<file path="src/rtl/ritc_pkg.sv">
// Shared RITC definitions: mode encodings, word geometry and the
// sample-major <-> bit-major reorder used by both tx and rx datapaths.
package ritc_pkg;

   localparam int NBITS  = 12;
   localparam int NSAMP  = 4;
   localparam int WORD_W = NBITS * NSAMP;

   localparam logic [3:0] RITC_TRAIN_NIBBLE = 4'b0011;

   typedef enum logic [1:0] {
      RITC_MODE_DATA  = 2'b00,
      RITC_MODE_TRAIN = 2'b01,
      RITC_MODE_RAMP  = 2'b10,
      RITC_MODE_ZERO  = 2'b11
   } ritc_mode_t;

   // Sample-major word (sample k, bit b at [NBITS*k+b]) to bit-major
   // word (lane b nibble bit k at [NSAMP*b+k]).
   function automatic logic [WORD_W-1:0] ritc_sample_to_bit(input logic [WORD_W-1:0] w);
      logic [WORD_W-1:0] r;
      r = '0;
      for (int b = 0; b < NBITS; b++) begin
         for (int k = 0; k < NSAMP; k++) begin
            r[NSAMP*b+k] = w[NBITS*k+b];
         end
      end
      return r;
   endfunction

   // Inverse of ritc_sample_to_bit, used by the receive-side unscrambler.
   function automatic logic [WORD_W-1:0] ritc_bit_to_sample(input logic [WORD_W-1:0] w);
      logic [WORD_W-1:0] r;
      r = '0;
      for (int b = 0; b < NBITS; b++) begin
         for (int k = 0; k < NSAMP; k++) begin
            r[NBITS*k+b] = w[NSAMP*b+k];
         end
      end
      return r;
   endfunction

endpackage

</file>
<file path="src/rtl/ritc_tx_datapath_if.sv">
// Word input handshake of the RITC transmit datapath.
interface ritc_tx_datapath_if
   import ritc_pkg::*;
   ();

   logic [WORD_W-1:0] IN_DATA;
   logic              IN_VALID;
   logic              IN_READY;

   modport master (output IN_DATA, output IN_VALID, input IN_READY);
   modport slave  (input IN_DATA, input IN_VALID, output IN_READY);

endinterface

</file>
<file path="src/rtl/ritc_tx_slip_lane.sv">
// One serializer lane: holds the previous nibble and selects a 4-bit
// slice of {current, previous} so the lane can be delayed by 0..3 bits.
module ritc_tx_slip_lane (
   input  logic       PARALLEL_CLK,
   input  logic       RST,
   input  logic [3:0] CUR_NIBBLE,
   input  logic [1:0] SLIP_OFFSET,
   output logic [3:0] Q
);

   logic [3:0] prev_nibble;
   logic [7:0] window;
   logic [3:0] slipped;

   assign window = {CUR_NIBBLE, prev_nibble};

   // Each slip step moves the slice one bit toward the previous nibble,
   // so the first transmitted bit comes from the tail of the older word.
   always_comb begin
      slipped = window[7:4];
      case (SLIP_OFFSET)
         2'd0: slipped = window[7:4];
         2'd1: slipped = window[6:3];
         2'd2: slipped = window[5:2];
         2'd3: slipped = window[4:1];
      endcase
   end

   // Register the slipped nibble for the serializer and remember this word's nibble.
   always_ff @(posedge PARALLEL_CLK or posedge RST) begin
      if (RST) begin
         prev_nibble <= 4'd0;
         Q           <= 4'd0;
      end else begin
         prev_nibble <= CUR_NIBBLE;
         Q           <= slipped;
      end
   end

endmodule

</file>
<file path="src/rtl/ritc_tx_datapath.sv">
// RITC transmit datapath for one 12-bit channel: 2-entry input buffer,
// word source select (data/training/ramp/zero), sample-to-bit reorder
// and per-lane bit-slip injection feeding twelve 4:1 serializers.
module ritc_tx_datapath
   import ritc_pkg::*;
#(
   parameter logic [3:0] TRAIN_NIBBLE = RITC_TRAIN_NIBBLE,
   parameter int         UFLOW_W      = 16
) (
   input  logic               PARALLEL_CLK,
   input  logic               RST,
   input  logic [1:0]         MODE,
   ritc_tx_datapath_if.slave  in_bus,
   input  logic               SLIP_REQ,
   output logic [1:0]         SLIP_OFFSET,
   output logic [WORD_W-1:0]  SER_Q,
   output logic [UFLOW_W-1:0] UFLOW_CNT,
   input  logic               CLR_UFLOW
);

   ritc_mode_t        mode;
   logic [1:0]        rst_pipe;
   logic              rst_int;
   logic [WORD_W-1:0] fifo_mem [0:1];
   logic              wr_ptr;
   logic              rd_ptr;
   logic [1:0]        fifo_cnt;
   logic              fifo_full;
   logic              fifo_empty;
   logic              push;
   logic              bypass;
   logic              fifo_wr;
   logic              fifo_rd;
   logic              underflow;
   logic [WORD_W-1:0] src_word;
   logic [WORD_W-1:0] word_q;
   logic [WORD_W-1:0] nib_word;
   logic [NBITS-1:0]  ramp_r;

   assign mode = ritc_mode_t'(MODE);

   // Reset asserts immediately but releases two clocks after RST drops.
   always_ff @(posedge PARALLEL_CLK or posedge RST) begin
      if (RST) begin
         rst_pipe <= 2'b11;
      end else begin
         rst_pipe <= {rst_pipe[0], 1'b0};
      end
   end

   assign rst_int = rst_pipe[1];

   assign fifo_full       = (fifo_cnt == 2'd2);
   assign fifo_empty      = (fifo_cnt == 2'd0);
   assign in_bus.IN_READY = ~fifo_full & ~rst_int;
   assign push            = in_bus.IN_VALID & in_bus.IN_READY;
   assign fifo_wr         = push & ~bypass;

   // Pick this cycle's word; an empty buffer with a word arriving is cut through.
   always_comb begin
      src_word  = '0;
      fifo_rd   = 1'b0;
      bypass    = 1'b0;
      underflow = 1'b0;
      unique case (mode)
         RITC_MODE_DATA: begin
            if (!fifo_empty) begin
               src_word = fifo_mem[rd_ptr];
               fifo_rd  = 1'b1;
            end else if (push) begin
               src_word = in_bus.IN_DATA;
               bypass   = 1'b1;
            end else begin
               underflow = 1'b1;
            end
         end
         RITC_MODE_TRAIN: begin
            for (int k = 0; k < NSAMP; k++) begin
               src_word[NBITS*k +: NBITS] = {NBITS{TRAIN_NIBBLE[k]}};
            end
         end
         RITC_MODE_RAMP: begin
            for (int k = 0; k < NSAMP; k++) begin
               src_word[NBITS*k +: NBITS] = ramp_r + NBITS'(k);
            end
         end
         RITC_MODE_ZERO: begin
            src_word = '0;
         end
      endcase
   end

   // Buffer storage needs no reset; validity is tracked by the pointers.
   always_ff @(posedge PARALLEL_CLK) begin
      if (fifo_wr) begin
         fifo_mem[wr_ptr] <= in_bus.IN_DATA;
      end
   end

   // Buffer pointers and occupancy.
   always_ff @(posedge PARALLEL_CLK or posedge rst_int) begin
      if (rst_int) begin
         wr_ptr   <= 1'b0;
         rd_ptr   <= 1'b0;
         fifo_cnt <= 2'd0;
      end else begin
         if (fifo_wr) begin
            wr_ptr <= ~wr_ptr;
         end
         if (fifo_rd) begin
            rd_ptr <= ~rd_ptr;
         end
         fifo_cnt <= fifo_cnt + {1'b0, fifo_wr} - {1'b0, fifo_rd};
      end
   end

   // Word register, ramp base and slip offset advance once per parallel word.
   always_ff @(posedge PARALLEL_CLK or posedge rst_int) begin
      if (rst_int) begin
         word_q      <= '0;
         ramp_r      <= '0;
         SLIP_OFFSET <= 2'd0;
      end else begin
         word_q <= src_word;
         if (mode == RITC_MODE_RAMP) begin
            ramp_r <= ramp_r + NBITS'(NSAMP);
         end
         if (SLIP_REQ) begin
            SLIP_OFFSET <= SLIP_OFFSET + 2'd1;
         end
      end
   end

   // Saturating underflow count; a clear beats a same-cycle underflow.
   always_ff @(posedge PARALLEL_CLK or posedge rst_int) begin
      if (rst_int) begin
         UFLOW_CNT <= '0;
      end else if (CLR_UFLOW) begin
         UFLOW_CNT <= '0;
      end else if (underflow && !(&UFLOW_CNT)) begin
         UFLOW_CNT <= UFLOW_CNT + 1'b1;
      end
   end

   assign nib_word = ritc_sample_to_bit(word_q);

   for (genvar b = 0; b < NBITS; b++) begin : g_lane
      ritc_tx_slip_lane u_lane (
         .PARALLEL_CLK (PARALLEL_CLK),
         .RST          (rst_int),
         .CUR_NIBBLE   (nib_word[NSAMP*b +: NSAMP]),
         .SLIP_OFFSET  (SLIP_OFFSET),
         .Q            (SER_Q[NSAMP*b +: NSAMP])
      );
   end

endmodule

</file>
<file path="src/flat_wrapper.sv">
// flat-port wrapper written by rule: the top's interface ports become plain ports
module ritc_tx_datapath_flat import ritc_pkg::*;
#(
   parameter logic [3:0] TRAIN_NIBBLE = RITC_TRAIN_NIBBLE,
   parameter int         UFLOW_W      = 16
)
  (PARALLEL_CLK, RST, MODE, SLIP_REQ, SLIP_OFFSET, SER_Q, UFLOW_CNT, CLR_UFLOW, in_bus_IN_DATA, in_bus_IN_VALID, in_bus_IN_READY);
  ritc_tx_datapath_if in_bus_i ();
  input  logic PARALLEL_CLK;
  input  logic RST;
  input  logic [1:0] MODE;
  input  logic SLIP_REQ;
  output logic [1:0] SLIP_OFFSET;
  output logic [WORD_W-1:0] SER_Q;
  output logic [UFLOW_W-1:0] UFLOW_CNT;
  input  logic CLR_UFLOW;
  input wire logic [$bits(in_bus_i.IN_DATA)-1:0] in_bus_IN_DATA;
  input wire logic [$bits(in_bus_i.IN_VALID)-1:0] in_bus_IN_VALID;
  output wire logic [$bits(in_bus_i.IN_READY)-1:0] in_bus_IN_READY;
  assign in_bus_i.IN_DATA = in_bus_IN_DATA;
  assign in_bus_i.IN_VALID = in_bus_IN_VALID;
  assign in_bus_IN_READY = in_bus_i.IN_READY;
  ritc_tx_datapath #(.TRAIN_NIBBLE(TRAIN_NIBBLE), .UFLOW_W(UFLOW_W)) u_core (.PARALLEL_CLK(PARALLEL_CLK), .RST(RST), .MODE(MODE), .in_bus(in_bus_i), .SLIP_REQ(SLIP_REQ), .SLIP_OFFSET(SLIP_OFFSET), .SER_Q(SER_Q), .UFLOW_CNT(UFLOW_CNT), .CLR_UFLOW(CLR_UFLOW));
endmodule
</file>
<file path="config.mk">
export PLATFORM = sky130hd
export DESIGN_NAME = ritc_tx_datapath_flat
export DESIGN_NICKNAME = d
export VERILOG_FILES = /design/src/rtl/ritc_pkg.sv /design/src/rtl/ritc_tx_datapath_if.sv /design/src/rtl/ritc_tx_slip_lane.sv /design/src/rtl/ritc_tx_datapath.sv /design/src/flat_wrapper.sv
export SDC_FILE = /design/constraint.sdc
export NUM_CORES = 1
export LEC_CHECK = 0
export ABC_AREA = 1
export BUFFER_PORTS_ARGS = -buffer_cell sky130_fd_sc_hd__buf_2
export CORE_AREA = 2 2 134 149
export DETAILED_ROUTE_END_ITERATION = 10
export DIE_AREA = 0 0 136 151
export HOLD_SLACK_MARGIN = 0.06
export PLACE_DENSITY = 0.8
export RECOVER_POWER = 25
export SYNTH_ARGS = -nofsm -noshare
export SYNTH_HDL_FRONTEND = slang
export SYNTH_SLANG_ARGS = --single-unit
</file>
<file path="constraint.sdc">
create_clock -name PARALLEL_CLK -period 7.1 [get_ports PARALLEL_CLK]
set_clock_uncertainty 0.15 [all_clocks]
set_input_delay 0.71 -clock PARALLEL_CLK [delete_from_list [all_inputs] [get_ports PARALLEL_CLK]]
set_output_delay 0.71 -clock PARALLEL_CLK [all_outputs]
set_load 0.005 [all_outputs]
</file>
==> metrics, run 1 <==
status=finished, final reports clean; total iterations of the first detailed-routing run=6; FF+latch count, synth=262; Logic pwr share=0.274; htree depth=1; Final nets=1275; final cycle utilization of the critical path=0.418; r2r setup slk=4.14 ns; Clock transition at path regs=0.06 ns; first-pass GRT wire length=38300 um; Worst path max stage delay=0.89 ns; post-synthesis async set-or-reset flop share=0.634; Area contributors post-synth=dfrtp_1 (38%), edfxtp_1 (27%), nand2_1 (11%); Initial Util=0.572; CTS sink count=262; Mapped Cells=1101; # rows=53; initial antenna violation count=0; number of max-cap violations=0; post-CTS setup buffers=0; crit path cell chain=dlygate4sd3_1 > clkinvlp_2 > buf_4 > buf_4; Max-Slew Margin vs Limit=0.341; Worst-Skew Late Latency=0.52 ns; critical path launch point type=register; fmax=0.337 GHz; CP Capture Type=async pin; number of library cell types mapped by synthesis=30; Syn-to-layout area delta=14.7%; Worst Hold Launch=u_core.rst_pipe[0]; Clock Tree Root=clkbuf_16; final worst setup slack=4.14 ns; top-count cell post-synth=nand2_1; Net Sw Frac=0.340; CTS tree=yes; fin crit period=2.96 ns; unrepaired setup endpoints after global routing=no; area leader, netlist=dfrtp_1; Mean Syn Cell Area=9.86 um2; core area=19000 um2; DRC Markers=0; HP Class=register to register; CTS resizes=0; CP Data Required Time=7.46 ns; worst flop-to-flop path endpoint=u_core.word_q[1]; IO Pins=122; largest net degree at the start of global routing=97; CP most frequent cell=buf_4; ant diodes=0; die area=20500 um2; measured slew at the worst slew-check pin=0.988 ns; P_sw=1.60 mW; 1st-iter DRT viols=701; Pint=3.10 mW; maximum clock insertion buffer count=3; post-cts hold buffer count=2; HPWL Detailed=15400 um; post-DR wirelength/cell=16.3 um; Global Route Usage Sum=0.235; CP arrival=3.32 ns; kind of critical path=register to async pin; cell area power density=378 nW/um2; peak supply drop=0.233 mV; Seq/Total Area, Yosys=0.648; Worst Hold Depth=0; Yosys top cell area share=0.378; Crit. Startpoint=u_core.rst_pipe[1]; GR Overflow Total=0; die height=151 um; WP buf/inv=4; Top delay family on crit path=buffers and inverters; via count=8145; number of routed nets with antenna violations=0; Mapped Area=10900 um2; r2r worst-path depth=4; P_leak=5.49 nW; Hold Path End=u_core.rst_pipe[1]; GPL Wtd Cong=0.896; Worst Path Max Fanout=82; top cells by count, synth=nand2_1 (319), dfrtp_1 (164), o21ai_0 (127); final WL=24000 um; R2R Path Start=u_core.rst_pipe[1]; Synth warnings=0; Final Max Slew Viols=0; DR vias/cell=5.52; Final Hold Viols=0; Clock power frac=0.285; dpl ws=4.22 ns; Die X=136 um; PortBufs=121; critical path's slowest cell=buf_4; post-synth net total=1167; total negative slack=0 ns; vias in the first global route=7413; Flop pwr share=0.441; number of synthesized flops with an enable pin=96; Num CTS Buffers=26; Main synth FF type=dfrtp_1; fraction of layout cells with a size suffix above 1=0.116; setup violators final=0
registers in the layout (all words and copies together), names as in the netlist, 2 cells and up:
signal	count
u_core.fifo_mem	96
u_core.g_lane.u_lane.Q	48
u_core.word_q	48
u_core.g_lane.u_lane.prev_nibble	36
u_core.UFLOW_CNT	16
u_core.ramp_r	10
u_core.SLIP_OFFSET	2
u_core.fifo_cnt	2
u_core.rst_pipe	2
placed cells by master (no fill, tap or decap), types with 13 or more instances in the layout:
master	netlist	final
clkbuf_16	0	29
edfxtp_1	96	96
dfrtp_1	164	164
nor2_1	87	85
o21ai_1	29	29
a21oi_1	59	59
o21ai_0	127	127
nand2_1	319	319
nand3_1	20	20
buf_2	16	72
clkbuf_1	27	53
inv_1	66	63
a32oi_1	13	13
worst max-delay path by stage:
stage / to / slack (ns) / depth (start not counted)
final: u_core.word_q[1] / 4.14 / 4
after global routing: u_core.word_q[38] / 3.70 / 4
after CTS: u_core.g_lane[4].u_lane.prev_nibble[3] / 4.02 / 4
after detailed placement: u_core.fifo_mem[1][14] / 4.22 / 9
after global placement: u_core.fifo_mem[1][1] / 4.26 / 9
after floorplan: u_core.fifo_mem[1][0] / 1.73 / 5
power by group through the flow:
stage	logic, mW	clock network (mW)	registers (mW)
floorplan	0.852	0	2.07
global placement	1.25	0	2.08
detailed placement	1.27	0	2.09
CTS	1.29	1.37	2.07
global route	1.46	1.43	2.10
finish	1.29	1.34	2.07
cells by family after synthesis:
| family | synth area share |
|---|---|
| simple gates | 0.163 |
| flops | 0.648 |
| mux | 0.00104 |
| buf+inv | 0.0465 |
| xor+xnor | 0.0113 |
| other cells | 0.000345 |
| compound gates | 0.117 |
| fa+ha+maj | 0.0127 |
per-stage QoR:
stage | utilization | hold WS [ns] | power [mW] | instances | cell area [um2]
final | 0.657 | 0.205 | 4.70 | 1475 | 12500
after global routing | 0.657 | 0.208 | 4.99 | 1475 | 12500
after CTS | 0.660 | 0.206 | 4.72 | 1475 | 12500
after detailed placement | 0.614 | -0.0171 | 3.37 | 1426 | 11600
after global placement | 0.614 | -0.0218 | 3.33 | 1426 | 11600
after floorplan | - | 0.195 | 2.93 | 1101 | 10900
final cells by class:
class / count / area, um2
fillers: 1509 / 6510
clock buffers: 39 / 817
inverters: 69 / 260
clock inverters: 8 / 43.8
well taps: 247 / 309
repair buffers: 135 / 654
flip-flops and latches: 262 / 7040
multi-input cells: 715 / 3330
layer usage:
layer / part of all wire / wire length (um) / track usage
met1: 0.45 / 10700 / 0.367
met2: 0.45 / 10800 / 0.357
met3: 0.088 / 2110 / 0.0305
met4: 0.015 / 371 / 0.0536
met5: 0 / 0 / 0
Note: power is estimated with default switching activity, not from simulation.
==> run 2: changes to the inputs <==
- ABC_AREA: 1 -> 0
- CORE_AREA: 2 2 134 149 -> 2 2 132 147
- DIE_AREA: 0 0 136 151 -> 0 0 134 149
- clock period: 7.1 -> 3 ns (I/O delays scaled with it)
==> run 2 against run 1 <==
  * Combinational power up 150%
  * The run now ends with capacitance limit, slew limit left
  * Final area up 2.4%
  * First-iteration DRC count up 32%
  * Critical endpoint is now u_core.word_q[0]
  * Area after synthesis down 2.6%
  * Cell count down 16%
  * Wire length down 6.3%
==> metrics, run 2 <==
final worst setup slack=0.904 ns (-3.23 ns); Syn-to-layout area delta=20.6%; Initial Util=0.567 (-0.00519); Core Util, Final=0.684 (+0.0275); ant diodes=0 (unchanged); CP arrival=2.62 ns (-0.70 ns); Num CTS Buffers=25 (-3.8%); Clock transition at path regs=0.06 ns (about the same); fmax=0.477 GHz (+41%); Global Route Usage Sum=0.226 (-0.00978); design area=12700 um2 (+2.4%); Mean Syn Cell Area=13.1 um2 (+33%); CP Capture Type=async pin; final WL=22500 um (-6.3%); CTS resizes=0 (unchanged); 1st-iter DRT viols=927 (+32%); top-count cell post-synth=dfrtp_1; # rows=53 (unchanged); Die X=134 um (-1.5%); largest net degree at the start of global routing=52 (-46%); core area=18600 um2 (-1.7%); critical path's slowest cell=clkinvlp_2; post-synthesis async set-or-reset flop share=0.634 (unchanged); violated checks=capacitance limit, slew limit; DRC Markers=0 (unchanged); number of max-cap violations=1 (+1); CTS tree=yes; number of synthesized flops with an enable pin=96 (unchanged); Worst-Skew Late Latency=0.51 ns (about the same); fin crit period=2.10 ns (-0.869 ns); post-DR wirelength/cell=18.2 um (+12%); Worst path max stage delay=1.16 ns (+0.27 ns); critical path launch point type=register; unrepaired setup endpoints after global routing=no; commonest non-fill, non-tap cell in the layout=dfrtp_1; WP buf/inv=2 (-2); Mapped Area=10600 um2 (-2.6%); area post-placement=11500 um2 (-1.1%); Top reg by flops=u_core.fifo_mem; Final Max Slew Viols=40 (+40); total iterations of the first detailed-routing run=11 (+5); number of library cell types mapped by synthesis=39 (+30%); total negative slack=0 ns (unchanged); area leader, netlist=dfrtp_1; post-CTS setup buffers=0 (unchanged); DR vias/cell=5.75 (+4.2%); HP Class=input pin to register; Mapped Cells=809 (-27%); vias in the first global route=6845 (-7.7%); final cycle utilization of the critical path=0.699 (+0.281); Synth warnings=0 (unchanged); HPWL Detailed=14200 um (-8.0%); crit path cell chain=clkinvlp_2 > buf_4; dpl ws=0.813 ns (-3.41 ns); P_leak=5.54 nW (+0.92%); initial antenna violation count=0 (unchanged); die height=149 um (-1.3%); kind of critical path=register to async pin; measured slew at the worst slew-check pin=1.97 ns (+0.987 ns); GPL Wtd Cong=0.831 (-7.3%); status=finished with violations; CTS sink count=262 (unchanged); cell area power density=866 nW/um2 (+130%); Seq/Total Area, Yosys=0.666 (+0.0176); commonest non-fill, non-tap cells in the layout=dfrtp_1 (163), a21oi_1 (118), mux2i_1 (99), edfxtp_1 (96), buf_2 (73); number of routed nets with antenna violations=0 (unchanged); die area=20000 um2 (-2.8%); Area contributors post-synth=dfrtp_1 (39%), edfxtp_1 (27%), mux2i_1 (9.4%); top cells by count, synth=dfrtp_1 (164), a21oi_1 (118), mux2i_1 (99); Final nets=1040 (-18%); CP Data Required Time=3.52 ns (-3.94 ns); via count=7117 (-13%); GR Overflow Total=0 (unchanged); number of flip-flops in the largest register=96 (unchanged); Top delay family on crit path=buffers and inverters; htree depth=1 (unchanged); Final Hold Viols=0 (unchanged); IO Pins=122 (unchanged); Main synth FF type=dfrtp_1; FF+latch count, synth=262 (unchanged); Max-Slew Margin vs Limit=-0.324 (-0.665); PortBufs=121 (unchanged); Yosys top cell area share=0.388 (+0.0102); setup violators final=0 (unchanged); Worst Path Max Fanout=41 (-50%); fraction of layout cells with a size suffix above 1=0.145 (+0.0290); peak supply drop=0.578 mV (+150%); post-synth net total=875 (-25%); Largest regs=u_core.fifo_mem x96, u_core.g_lane.u_lane.Q x48, u_core.word_q x48; Clock Tree Root=clkbuf_16; first-pass GRT wire length=35700 um (-6.8%); post-cts hold buffer count=51 (+49); maximum clock insertion buffer count=3 (unchanged)
[run 2: layer usage]
metal / part of all wire / vias up / GRT usage
met5: 0 / - / 0
met4: 0.029 / 0 / 0.0888
met3: 0.064 / 53 / 0.0296
met2: 0.47 / 291 / 0.351
met1: 0.43 / 3500 / 0.328
li1: - / 3273 / -
[run 2: power breakdown]
| group | total, mW | switching (mW) | internal (mW) | leakage, nW |
|---|---|---|---|---|
| sequential | 4.82 | 0.405 | 4.42 | 3.00 |
| clock | 3.01 | 1.24 | 1.77 | 0.393 |
| combinational | 3.21 | 1.85 | 1.36 | 2.15 |
[run 2: metrics by stage]
stage                     total power [mW]  instances  hold slack [ns]
after floorplan                       6.96        809           0.0615
after global placement                7.89       1143            0.169
after detailed placement              7.97       1143            0.177
after CTS                             11.0       1237           0.0642
after global routing                  11.6       1237           0.0974
final                                 11.0       1237           0.0895
[run 2: kinds of logic after synthesis]
group,Yosys count,synth area share
simple gates,127,0.0598
other cells,1,0.000355
flops,262,0.666
fa+ha+maj,11,0.0130
compound gates,183,0.111
mux,100,0.0948
xor+xnor,19,0.0157
buf+inv,106,0.0389
[run 2: worst register-to-register path, delay by kind of cell, from the launching register on]
family	cells	cell delay (ns)
flops	1	0.42
buf+inv	2	1.68
[run 2: path summary, 6_finish.rpt]
path	startpoint	endpoint	slack, ns	cells past startpoint
max	u_core.rst_pipe[1]	u_core.word_q[0]	0.90	2
min	in_bus_IN_VALID	u_core.wr_ptr	0.09	3
min in group asynchronous	RST	u_core.rst_pipe[0]	0.21	3
max reg2reg	u_core.rst_pipe[1]	u_core.word_q[0]	0.90	2
min reg2reg	u_core.rst_pipe[0]	u_core.rst_pipe[1]	0.21	0
max in group PARALLEL_CLK	u_core.fifo_cnt[1]	u_core.word_q[16]	0.92	5
[run 2: layout make-up]
| type | instances | area (um2) |
|---|---|---|
| sequential | 262 | 7040 |
| fill | 1334 | 5890 |
| multi-input combinational | 441 | 3150 |
| timing repair buffer | 188 | 1250 |
| clock buffer | 38 | 738 |
| tap | 247 | 309 |
| inverter | 56 | 211 |
| clock inverter | 5 | 51.3 |
==> run 3: changes to the inputs <==
- ABC_AREA: 0 -> 1
- CORE_AREA: 2 2 132 147 -> 2 2 140 156
- DIE_AREA: 0 0 134 149 -> 0 0 142 158
- PLACE_DENSITY: 0.8 -> 0.77
- clock period: 3 -> 1.84 ns (I/O delays scaled with it)
==> run 3 against run 2 <==
  * The run now ends clean
  * Sequential share of layout area fell by 3.5 points
  * Via count increased by 21%
  * Final area is 6.8% higher
  * Combinational power rose by 84%
  * Register-to-register slack got worse by 0.82 ns
  * Total power increased by 73%
  * Non-clock buffer count rose by 40
  * Count of clock-buffer cells in the layout grew 1
  * Wire length increased by 17%
  * Highest routed layer unchanged
==> metrics, run 3 (same netlist as run 1, synthesis figures left out) <==
1st-iter DRT viols=751 (-19%); final cycle utilization of the critical path=0.974; ant diodes=0 (unchanged); r2r worst-path depth=7 (+5); crit path cell chain=dlygate4sd3_1 > buf_2 > inv_1 > ha_2 > inv_1 > nor2_2 > nor2_2 > inv_2 > nor2_4 > buf_12 > clkbuf_16; Final nets=1369 (+32%); Final Max Slew Viols=0 (-100%); fin crit period=1.79 ns; largest net degree at the start of global routing=161 (+210%); Worst path max stage delay=0.52 ns (-0.64 ns); DRC Markers=0 (unchanged); Core Util, Final=0.650 (-0.0345); CP Capture Type=register; commonest non-fill, non-tap cell in the layout=nand2_1; HPWL Detailed=16700 um (+18%); Largest regs=u_core.fifo_mem x96, u_core.g_lane.u_lane.Q x48, u_core.word_q x48; total iterations of the first detailed-routing run=7 (-4); CP Data Required Time=2.00 ns (-1.52 ns); R2R Path Start=u_core.SLIP_OFFSET[0]; final WL=26300 um (+17%); final hold slack=0.0862 ns (-0.00328 ns); number of flip-flops in the largest register=96 (unchanged); GPL Wtd Cong=0.865 (+4.2%); die height=158 um (+6.0%); number of max-cap violations=0 (-1); final worst setup slack=0.0474 ns (-0.857 ns); Inst Count DP=1470 (+29%); vias in the first global route=8009 (+17%); measured slew at the worst slew-check pin=0.865 ns (-1.11 ns); Syn-to-layout area delta=25.4%; cell area power density=1400 nW/um2 (+62%); Initial Util=0.518 (-0.0490); Global Route Usage Sum=0.228 (+0.00194); Die X=142 um (+6.0%); CP arrival=1.95 ns (-0.67 ns); fraction of layout cells with a size suffix above 1=0.150 (+0.00485); Worst-Skew Late Latency=0.55 ns (+0.04 ns); number of routed nets with antenna violations=0 (unchanged); Num CTS Buffers=27 (+8.0%); kind of critical path=input pin to register; peak supply drop=0.988 mV (+71%); unrepaired setup endpoints after global routing=yes; post-DR wirelength/cell=16.6 um (-8.6%); PortBufs=121 (unchanged); worst flop-to-flop path endpoint=u_core.g_lane[5].u_lane.Q[1]; Top reg by flops=u_core.fifo_mem; Final Instance Count excl. Fillers=1585 (+28%); P_leak=6.02 nW (+8.6%); dpl ws=0.00877 ns (-0.805 ns); IO Pins=122 (unchanged); fillers=1600 (+20%); Hold Path End=u_core.word_q[2]; area post-placement=12000 um2 (+4.6%); Clock Tree Root=clkbuf_16; Worst Path Max Fanout=12 (-71%); Clock transition at path regs=0.06 ns (about the same); # rows=56 (+5.7%); design area=13600 um2 (+6.8%); Final Hold Viols=0 (unchanged); HP Class=input pin to register; status=finished, final reports clean; maximum clock insertion buffer count=3 (unchanged); die area=22400 um2 (+12%); Max-Slew Margin vs Limit=0.423 (+0.747); initial antenna violation count=0 (unchanged); critical path launch point type=input pin; fmax=0.558 GHz; r2r setup slk=0.08 ns (-0.82 ns); via count=8620 (+21%); core area=21000 um2 (+12%); Worst Hold Depth=4 (+1); CTS tree=yes; commonest non-fill, non-tap cells in the layout=nand2_1 (317), dfrtp_1 (164), o21ai_0 (106), edfxtp_1 (96), nor2_1 (82); critical path's slowest cell=dlygate4sd3_1; first-pass GRT wire length=40500 um (+13%); Worst Hold Launch=MODE[0]; GR Overflow Total=0 (unchanged); htree depth=1 (unchanged); CTS sink count=262 (unchanged); setup violators final=0 (unchanged); DR vias/cell=5.44 (-5.5%)
## run 3: worst max-delay path by stage
| stage | startpoint | end | slack, ns | cells after the start |
|---|---|---|---|---|
| 2_1_floorplan | u_core.rst_pipe[1] | u_core.fifo_mem[1][0] | -2.40 | 5 |
| 3_3_place_gp | MODE[0] | u_core.fifo_mem[1][13] | 0.04 | 9 |
| 3_5_place_dp | MODE[1] | u_core.UFLOW_CNT[0] | 0.009 | 10 |
| 4_1_cts | MODE[1] | u_core.UFLOW_CNT[0] | 0.01 | 11 |
| 5_1_grt | u_core.fifo_cnt[0] | u_core.fifo_mem[0][28] | -0.05 | 8 |
| 6_report | MODE[1] | u_core.fifo_mem[1][13] | 0.05 | 11 |
## run 3: critical path: cells and delay by family
family | cells | cell delay [ns]
and+or+nand+nor | 3 | 0.27
adders and majority gates | 1 | 0.23
buffers and inverters | 7 | 1.25
## run 3: area by class of cell
type                    count  area, um2  share of cell area
flip-flops and latches    262       7040               0.517
multi-input cells         715       3360               0.247
repair buffers            228       1760               0.130
clock buffers              39        782              0.0575
well taps                 261        327              0.0240
inverters                  69        263              0.0193
clock inverters            11       73.8             0.00542
## run 3: routing by layer
layer,part of all wire,global-route usage,vias up
met4,0.037,0.0776,0
met1,0.42,0.320,4151
met3,0.071,0.0351,64
li1,-,-,4060
met5,0,0,-
met2,0.47,0.365,345
## run 3: report_power, final
part	total (mW)	switching, mW	internal (mW)	leakage [nW]
combinational	5.92	3.67	2.25	2.56
clock	5.16	2.19	2.97	0.436
sequential	7.99	0.641	7.35	3.03
total	19.1	6.51	12.6	6.02
## run 3: repair_timing
item / CTS / global route
hold endpoints to repair: 163 / 0
setup endpoints to repair: 0 / 113
hold buffers: 54 / 0
buffers inserted: 0 / 6
gates resized for setup: 0 / 13
## run 3: stage by stage
stage | TNS (ns) | total power, mW
4_1_cts | 0 | 18.9
2_1_floorplan | -514.89 | 11.4
3_5_place_dp | 0 | 13.6
3_3_place_gp | 0 | 13.4
6_report | 0 | 19.1
5_1_grt | -2.27 | 20.2
